$ cat config.mk
export PLATFORM = sky130hd
export DESIGN_NAME = alu_issue_stage
export DESIGN_NICKNAME = d
export VERILOG_FILES = /design/src/rtl/alu_issue_stage_pkg.sv /design/src/rtl/alu_issue_stage_fwd_match.sv /design/src/rtl/alu_issue_stage.sv
export SDC_FILE = /design/constraint.sdc
export NUM_CORES = 1
export LEC_CHECK = 0
export BUFFER_PORTS_ARGS = -buffer_cell sky130_fd_sc_hd__buf_2
export CORE_UTILIZATION = 30
export CTS_CLUSTER_DIAMETER = 60
export CTS_CLUSTER_SIZE = 8
export DETAILED_ROUTE_END_ITERATION = 6
export SYNTH_ARGS = -nofsm -noshare
export SYNTH_HDL_FRONTEND = slang
export SYNTH_HIERARCHICAL = 1
export SYNTH_SLANG_ARGS = --single-unit
$ cat constraint.sdc
create_clock -name clk -period 5.2 [get_ports clk]
set_input_delay 1.04 -clock clk [delete_from_list [all_inputs] [get_ports clk]]
set_output_delay 1.04 -clock clk [all_outputs]
set_load 0.005 [all_outputs]
$ cat src/rtl/alu_issue_stage_pkg.sv
// Shared RV32I types for the ALU issue path: ALU operation codes, operand
// select encodings and the entry stored in the issue stage's skid buffer.
package rv32i_types;

  typedef enum logic [3:0] {
    alu_add  = 4'd0,
    alu_sub  = 4'd1,
    alu_sll  = 4'd2,
    alu_slt  = 4'd3,
    alu_sltu = 4'd4,
    alu_xor  = 4'd5,
    alu_srl  = 4'd6,
    alu_sra  = 4'd7,
    alu_or   = 4'd8,
    alu_and  = 4'd9
  } alu_ops;

  typedef enum logic {
    ASEL_RS1 = 1'b0,
    ASEL_PC  = 1'b1
  } asel_t;

  typedef enum logic {
    BSEL_RS2 = 1'b0,
    BSEL_IMM = 1'b1
  } bsel_t;

  typedef struct packed {
    logic        valid;
    logic [31:0] pc;
    logic [4:0]  rs1_idx;
    logic [4:0]  rs2_idx;
    logic [31:0] rs1_val;
    logic [31:0] rs2_val;
    logic [31:0] imm;
    asel_t       asel;
    bsel_t       bsel;
    alu_ops      aluop;
    logic [4:0]  rd;
  } issue_entry_t;

endpackage

$ cat src/rtl/alu_issue_stage_fwd_match.sv
// fwd_match: resolves one source operand against the forwarding ports.
// Port 0 is the youngest producer, so the lowest matching index wins.
// Register x0 never matches and keeps its current value.
module fwd_match #(
  parameter int NUM_FWD = 2
) (
  input  logic [4:0]           idx,
  input  logic [31:0]          cur_val,
  input  logic [NUM_FWD-1:0]   fwd_valid,
  input  logic [NUM_FWD*5-1:0] fwd_rd,
  input  logic [NUM_FWD*32-1:0] fwd_data,
  output logic [31:0]          res_val
);

  // Scan from oldest to youngest so the youngest match overwrites last.
  always_comb begin
    res_val = cur_val;
    for (int i = NUM_FWD - 1; i >= 0; i--) begin
      if ((idx != 5'd0) && fwd_valid[i] && (fwd_rd[i*5 +: 5] == idx)) begin
        res_val = fwd_data[i*32 +: 32];
      end
    end
  end

endmodule

$ cat src/rtl/alu_issue_stage.sv
// alu_issue_stage: two-entry skid buffer in front of the ALU. MAIN drives the
// ALU operands, SKID absorbs one extra instruction so in_ready can be a flop.
// Operands are resolved against the forwarding ports on capture and every
// cycle while held. Optional macro ALU_ISSUE_STATS_EN adds issue/stall
// counters (stat_issued, stat_stall).
//
// Handshake: a transfer happens on a rising edge where valid && ready are both
// high on that interface; valid never depends on ready, and in_ready is taken
// straight from a flop (!SKID.valid) so out_ready never reaches it.
module alu_issue_stage
  import rv32i_types::*;
#(
  parameter int NUM_FWD = 2
) (
  input  logic                  clk,
  input  logic                  rst,
  input  logic                  flush,
  input  logic                  in_valid,
  output logic                  in_ready,
  input  logic [31:0]           in_pc,
  input  logic [4:0]            in_rs1_idx,
  input  logic [4:0]            in_rs2_idx,
  input  logic [31:0]           in_rs1_data,
  input  logic [31:0]           in_rs2_data,
  input  logic [31:0]           in_imm,
  input  logic                  in_asel,
  input  logic                  in_bsel,
  input  alu_ops                in_aluop,
  input  logic [4:0]            in_rd,
  input  logic [NUM_FWD-1:0]    fwd_valid,
  input  logic [NUM_FWD*5-1:0]  fwd_rd,
  input  logic [NUM_FWD*32-1:0] fwd_data,
  output logic                  out_valid,
  input  logic                  out_ready,
  output alu_ops                out_aluop,
  output logic [31:0]           out_a,
  output logic [31:0]           out_b,
  output logic [4:0]            out_rd,
  output logic [31:0]           out_pc
`ifdef ALU_ISSUE_STATS_EN
  ,
  output logic [31:0]           stat_issued,
  output logic [31:0]           stat_stall
`endif
);

  issue_entry_t main_q, main_d, skid_q, skid_d;
  issue_entry_t inc_raw, main_src, skid_src;
  logic [31:0]  main_rs1_res, main_rs2_res, skid_rs1_res, skid_rs2_res;
  logic         accept, issue, main_free;
  logic         main_load_skid, main_load_in, skid_load_in;

  assign in_ready  = !skid_q.valid;
  assign out_valid = main_q.valid;
  assign accept    = in_valid && in_ready;
  assign issue     = main_q.valid && out_ready;
  assign main_free = !main_q.valid || issue;

  assign main_load_skid = main_free && skid_q.valid;
  assign main_load_in   = main_free && !skid_q.valid && accept;
  assign skid_load_in   = accept && !main_free;

  // Incoming instruction with register-file data, before forwarding.
  always_comb begin
    inc_raw         = '0;
    inc_raw.valid   = 1'b1;
    inc_raw.pc      = in_pc;
    inc_raw.rs1_idx = in_rs1_idx;
    inc_raw.rs2_idx = in_rs2_idx;
    inc_raw.rs1_val = in_rs1_data;
    inc_raw.rs2_val = in_rs2_data;
    inc_raw.imm     = in_imm;
    inc_raw.asel    = asel_t'(in_asel);
    inc_raw.bsel    = bsel_t'(in_bsel);
    inc_raw.aluop   = in_aluop;
    inc_raw.rd      = in_rd;
  end

  // Pick what each entry holds next; forwarding is applied after the mux so
  // captured, held and SKID->MAIN moves all see this cycle's producers.
  always_comb begin
    main_src = main_q;
    if (main_load_skid) begin
      main_src = skid_q;
    end else if (main_load_in) begin
      main_src = inc_raw;
    end
    skid_src = skid_load_in ? inc_raw : skid_q;
  end

  fwd_match #(.NUM_FWD(NUM_FWD)) u_fwd_main_rs1 (
    .idx(main_src.rs1_idx), .cur_val(main_src.rs1_val), .fwd_valid(fwd_valid),
    .fwd_rd(fwd_rd), .fwd_data(fwd_data), .res_val(main_rs1_res)
  );
  fwd_match #(.NUM_FWD(NUM_FWD)) u_fwd_main_rs2 (
    .idx(main_src.rs2_idx), .cur_val(main_src.rs2_val), .fwd_valid(fwd_valid),
    .fwd_rd(fwd_rd), .fwd_data(fwd_data), .res_val(main_rs2_res)
  );
  fwd_match #(.NUM_FWD(NUM_FWD)) u_fwd_skid_rs1 (
    .idx(skid_src.rs1_idx), .cur_val(skid_src.rs1_val), .fwd_valid(fwd_valid),
    .fwd_rd(fwd_rd), .fwd_data(fwd_data), .res_val(skid_rs1_res)
  );
  fwd_match #(.NUM_FWD(NUM_FWD)) u_fwd_skid_rs2 (
    .idx(skid_src.rs2_idx), .cur_val(skid_src.rs2_val), .fwd_valid(fwd_valid),
    .fwd_rd(fwd_rd), .fwd_data(fwd_data), .res_val(skid_rs2_res)
  );

  // Next-state of both entries: occupancy bookkeeping plus flush.
  always_comb begin
    main_d         = main_src;
    main_d.rs1_val = main_rs1_res;
    main_d.rs2_val = main_rs2_res;
    main_d.valid   = main_load_skid || main_load_in || (main_q.valid && !issue);
    skid_d         = skid_src;
    skid_d.rs1_val = skid_rs1_res;
    skid_d.rs2_val = skid_rs2_res;
    skid_d.valid   = skid_load_in || (skid_q.valid && !main_load_skid);
    if (flush) begin
      main_d.valid = 1'b0;
      skid_d.valid = 1'b0;
    end
  end

  // Entry registers; reset zeroes the payload too so outputs are never X.
  always_ff @(posedge clk) begin
    if (rst) begin
      main_q <= '0;
      skid_q <= '0;
    end else begin
      main_q <= main_d;
      skid_q <= skid_d;
    end
  end

  // ALU operand mux, driven only from MAIN.
  always_comb begin
    out_aluop = main_q.aluop;
    out_rd    = main_q.rd;
    out_pc    = main_q.pc;
    out_a     = (main_q.asel == ASEL_PC)  ? main_q.pc  : main_q.rs1_val;
    out_b     = (main_q.bsel == BSEL_IMM) ? main_q.imm : main_q.rs2_val;
  end

`ifdef ALU_ISSUE_STATS_EN
  logic [31:0] stat_issued_q, stat_issued_d, stat_stall_q, stat_stall_d;

  // Counters wrap naturally; flush leaves them alone.
  always_comb begin
    stat_issued_d = stat_issued_q + {31'd0, issue};
    stat_stall_d  = stat_stall_q + {31'd0, (main_q.valid && !out_ready)};
  end

  // Counter registers, cleared only by reset.
  always_ff @(posedge clk) begin
    if (rst) begin
      stat_issued_q <= '0;
      stat_stall_q  <= '0;
    end else begin
      stat_issued_q <= stat_issued_d;
      stat_stall_q  <= stat_stall_d;
    end
  end

  assign stat_issued = stat_issued_q;
  assign stat_stall  = stat_stall_q;
`endif

endmodule

---- After elaboration in Yosys (flattened, before gate mapping) ----
Cells that the tools add are included.
word-level totals
  bits in registers ....................... 300
  word-level logic and storage cells ...... 86
  bits of input ports ..................... 230
cells by class
  mux-type cells .......................... 13
  equality and inequality tests ........... 8
  reduce and logical (&&, ||, !) cells .... 43
operator list
  kind                 number
  two-way mux 32 bit   10
  two-way mux 149 bit  2
  two-way mux 117 bit  1
  == test 5 bit        8
  logical AND 1 bit    24
  nonzero test 5 bit   4
  nonzero test 4 bit   2
  nonzero test 3 bit   2
  logical NOT 1 bit    5
  logical OR 1 bit     4
  nonzero test 2 bit   1
  OR reduction 2 bit   1

---- Logic depth before layout (Yosys ltp) ----
  depth after elaboration ................. 11
  depth in mapped cells ................... 13

---- By module ----
The synthesis kept the hierarchy.
by module, submodules not included
  module           cells each  sequential area each (um^2)  times used  area each (um^2)
  alu_issue_stage  1779        6005.8                       1           14710.4
  fwd_match        169         0.0                          4           948.4

---- Worst setup path after synthesis ----
Ideal clock, no wire load.
  path kind ............................... input-to-reg
  start ................................... input port in_valid
  end ..................................... register main_q[75] (netlist name)
  arrival ................................. 3351 ps
  stages .................................. 13
  library setup time ...................... 128 ps
  required time ........................... 5072 ps
  slack ................................... 1722 ps
  cell sequence ........................... buf_4 -> or2_2 -> buf_4 -> buf_1 -> nand3_1 -> nand2_1 -> or4_4 -> o211ai_2 -> or2_1 -> buf_2 -> buf_4 -> a31oi_1 -> nor2b_1
RTL lines
  what                  line                    RTL
  from (decl)           alu_issue_stage.sv:18   input logic in_valid,
  to (signal assigned)  alu_issue_stage.sv:130  main_q <= main_d;
  to (decl)             alu_issue_stage.sv:47   issue_entry_t main_q, main_d, skid_q, skid_d;

==> results.yml <==
timing:
  min_period_ns: 4.05
  whs_ns: 0.451
  rsz0062_at_grt: "false"
  setup_viol: 0
  slew_headroom_pct: 21.7
  fin_setup_tns_ns: 0
  finalHoldViolations: 0
  fin_skew_ns: 0.0232
  max_freq_ghz: 0.247
  timing.final.crit_share_pct: 77.9
  fin_ws_ns: 1.15
  maxSlewViolCount: 0
  worst_slew_pin_slew_ns: 1.18
worst_hold_path:
  min_to: "skid_q[6]"
  hold_path.startpoint: "skid_q[6]"
  hold_path_depth: 2
  hold_path_class: "register to register"
cells_and_area:
  fillers: 6450
  drive_gt1_share_pct: 20.7
  area_delta_synth_final_pct: 15.0
  nets: 2814
  final_common_cell: "nand2_1"
  instances_no_fill: 3391
  layout_common_cells: "nand2_1, buf_2, dfxtp_1, a31oi_1, o21ai_0"
logic_synthesis:
  yosys_warnings: 6
  synth_top_area_share_pct: 32.5
  synth-edff-count: 0
  yosys.area.top_type: "dfxtp_1"
  ys_types: 38
  ys_top_cells_by_area: "dfxtp_1, a31oi_1, nand2_1"
  async_flop_share_pct: 0
  synth.avg_cell_area_um2: 7.54
  synth_fp_nets: 2685
  syn_inst: 2455
  ys_ff_latch: 300
  synth_flop_cell: "dfxtp_1"
  synth_area_um2: 18500
  yosysSeqAreaShare_pct: 32.5
grt:
  grt_pass1_wl_um: 119000
  grt_usage_pct: 25.1
  grt_remaining_overflow: 0
  grt_max_degree: 122
  first_global_vias: 17500
  antenna_found_initial: 36
clocking:
  cts_resized: 0
  cts_tree: "built"
  cts_buffers: 45
  cts_setup_buffers: 0
  clock_sinks: 300
  hold_buffers: 0
  path_clk_slew_ns: 0.05
  cts.htree.levels: 2
  cts_root_buf: "clkbuf_16"
  clock_latency_ns: 0.57
  cts_buffer_depth: 3
power_and_ir_drop:
  switchingPower_w: 0.00180
  vdd_drop_max_mv: 0.168
  power_frac_seq_pct: 40.7
  intPower_w: 0.00439
  power.static_leakage_nw: 8.39
  p_comb_share_pct: 16.1
  p_per_area_nw_per_um2: 291
  finalPower_w: 0.00618
  clock_power_share_pct: 43.2
  p_sw_share_pct: 29.0
worst_setup_path:
  critPathLaunchType: "register"
  crit_type: "register to register"
  crit_fanout: 90
  cpMostUsedCell: "buf_4"
  r2r-end: "main_q[81]"
  slowest_stage: "or2_1"
  cp.required_ns: 5.62
  reg2reg_setup_slack_ns: 1.15
  critPathBufInv: 2
  cpPeakStageDelay_ns: 0.91
  cpLargestDelayFamily: "simple AND/OR/NAND/NOR gates"
  cp_cell_sequence: "buf_4 -> mux2_2 -> nand3_1 -> nand2_1 -> xnor2_1 -> nand4_1 -> or2_1 -> buf_4 -> a31oi_1 -> nor2b_1"
  worstPathArrival_ns: 4.47
  setup.worst_path.end_class: "register"
  reg2reg_from: "skid_q[149]"
  r2r.worst_path.cells: 10
place:
  numPortBuffers: 336
  hpwl_um: 53800
  finalWeightedCongestion: 0.870
  dp.cells: 3319
  place_ws_ns: 0.820
drt:
  drtAntennaViolNets: 0
  drtIter0Drc: 2088
  wl_per_cell_um: 24.2
  avgViaCountPerCell: 5.72
  dr.pass1.iters: 5
  drc: 0
  num_vias: 19400
  drt-total-wl_um: 82000
floorplanning:
  fp.coreArea_um2: 60700
  die_x_um: 250
  num_rows: 90
  start_util_pct: 30.5
  io_pins: 337
  die-area_um2: 62700
  die_h_um: 250
flow_run:
  drv_cap: 0
run_status:
  status: "completed"
==> worst max path at each step <==
stage / startpoint / to / slack [ns] / cells past startpoint
floorplan: in_valid / main_q[75] / 1.72 / 13
global placement: in_valid / main_q[81] / 0.82 / 10
detailed placement: in_valid / main_q[81] / 0.82 / 10
CTS: skid_q[149] / main_q[81] / 1.25 / 10
global route: skid_q[149] / main_q[81] / 0.90 / 10
finish: skid_q[149] / main_q[81] / 1.15 / 10
==> synthesized netlist by cell type, drive strengths merged (5+ instances only) <==
cell / instances
nand2: 352
dfxtp: 300
a31oi: 256
o21ai: 230
nor2b: 203
a21oi: 160
buf: 155
clkbuf: 153
nand3: 134
nor3: 129
mux2: 80
and3b: 64
nand2b: 48
a221o: 47
o211ai: 40
xnor2: 40
a21o: 32
nand4: 8
or2: 5
==> layout make-up <==
cell class / instances / area, um2 / area share, %
antenna: 16 / 40.0 / 0.188
clock buffer: 53 / 1170 / 5.48
clock inverter: 3 / 42.5 / 0.200
inverter: 1 / 3.75 / 0.0176
multi-input combinational: 1846 / 10900 / 51.4
sequential: 300 / 6010 / 28.2
tap: 782 / 978 / 4.60
timing repair buffer: 390 / 2100 / 9.88
==> cell families after synthesis <==
logic type / synth area share, %
AO/OA/AOI/OAI: 25.1
XOR/XNOR: 1.89
buffers and inverters: 8.68
flip-flops: 32.5
multiplexers: 4.87
AND/OR/NAND/NOR: 27.0
==> per-layer routing <==
metal	routed length (um)	track usage (%)	up-vias
li1	-	-	9016
met1	33100	32.0	9103
met2	37500	39.9	1071
met3	7500	5.41	183
met4	3680	12.1	24
met5	170	0	-
==> power groups by stage <==
| stage | Clock [W] | Combinational (W) | Sequential, W |
|---|---|---|---|
| after floorplan | 0 | 0.000612 | 0.00248 |
| after global placement | 0 | 0.000971 | 0.00256 |
| after detailed placement | 0 | 0.000975 | 0.00256 |
| after CTS | 0.00272 | 0.000979 | 0.00252 |
| after global routing | 0.00281 | 0.00107 | 0.00252 |
| final | 0.00267 | 0.000998 | 0.00252 |
==> through the flow <==
step | utilization, % | cell area [um2]
after floorplan | - | 18500
after global placement | 33.0 | 20000
after detailed placement | 33.0 | 20000
after CTS | 35.0 | 21200
after global routing | 35.0 | 21300
final | 35.1 | 21300
==> worst register-to-register path, delay by kind of cell, from the launching register on <==
family | cells | cell delay, ns
muxes | 1 | 0.42
DFF | 1 | 0.63
buffers and inverters | 2 | 1.11
and+or+nand+nor | 5 | 1.46
AOI/OAI and AO/OA | 1 | 0.09
xor gates and xnor gates | 1 | 0.19
==> sequential cells by signal (all words and copies together) (netlist names) <==
| register | cells |
|---|---|
| out_rd | 5 |
| out_pc | 32 |
| skid_q | 150 |
| main_q | 108 |
| out_valid | 1 |
| out_aluop | 4 |
Power figures use the tool's default switching activity.
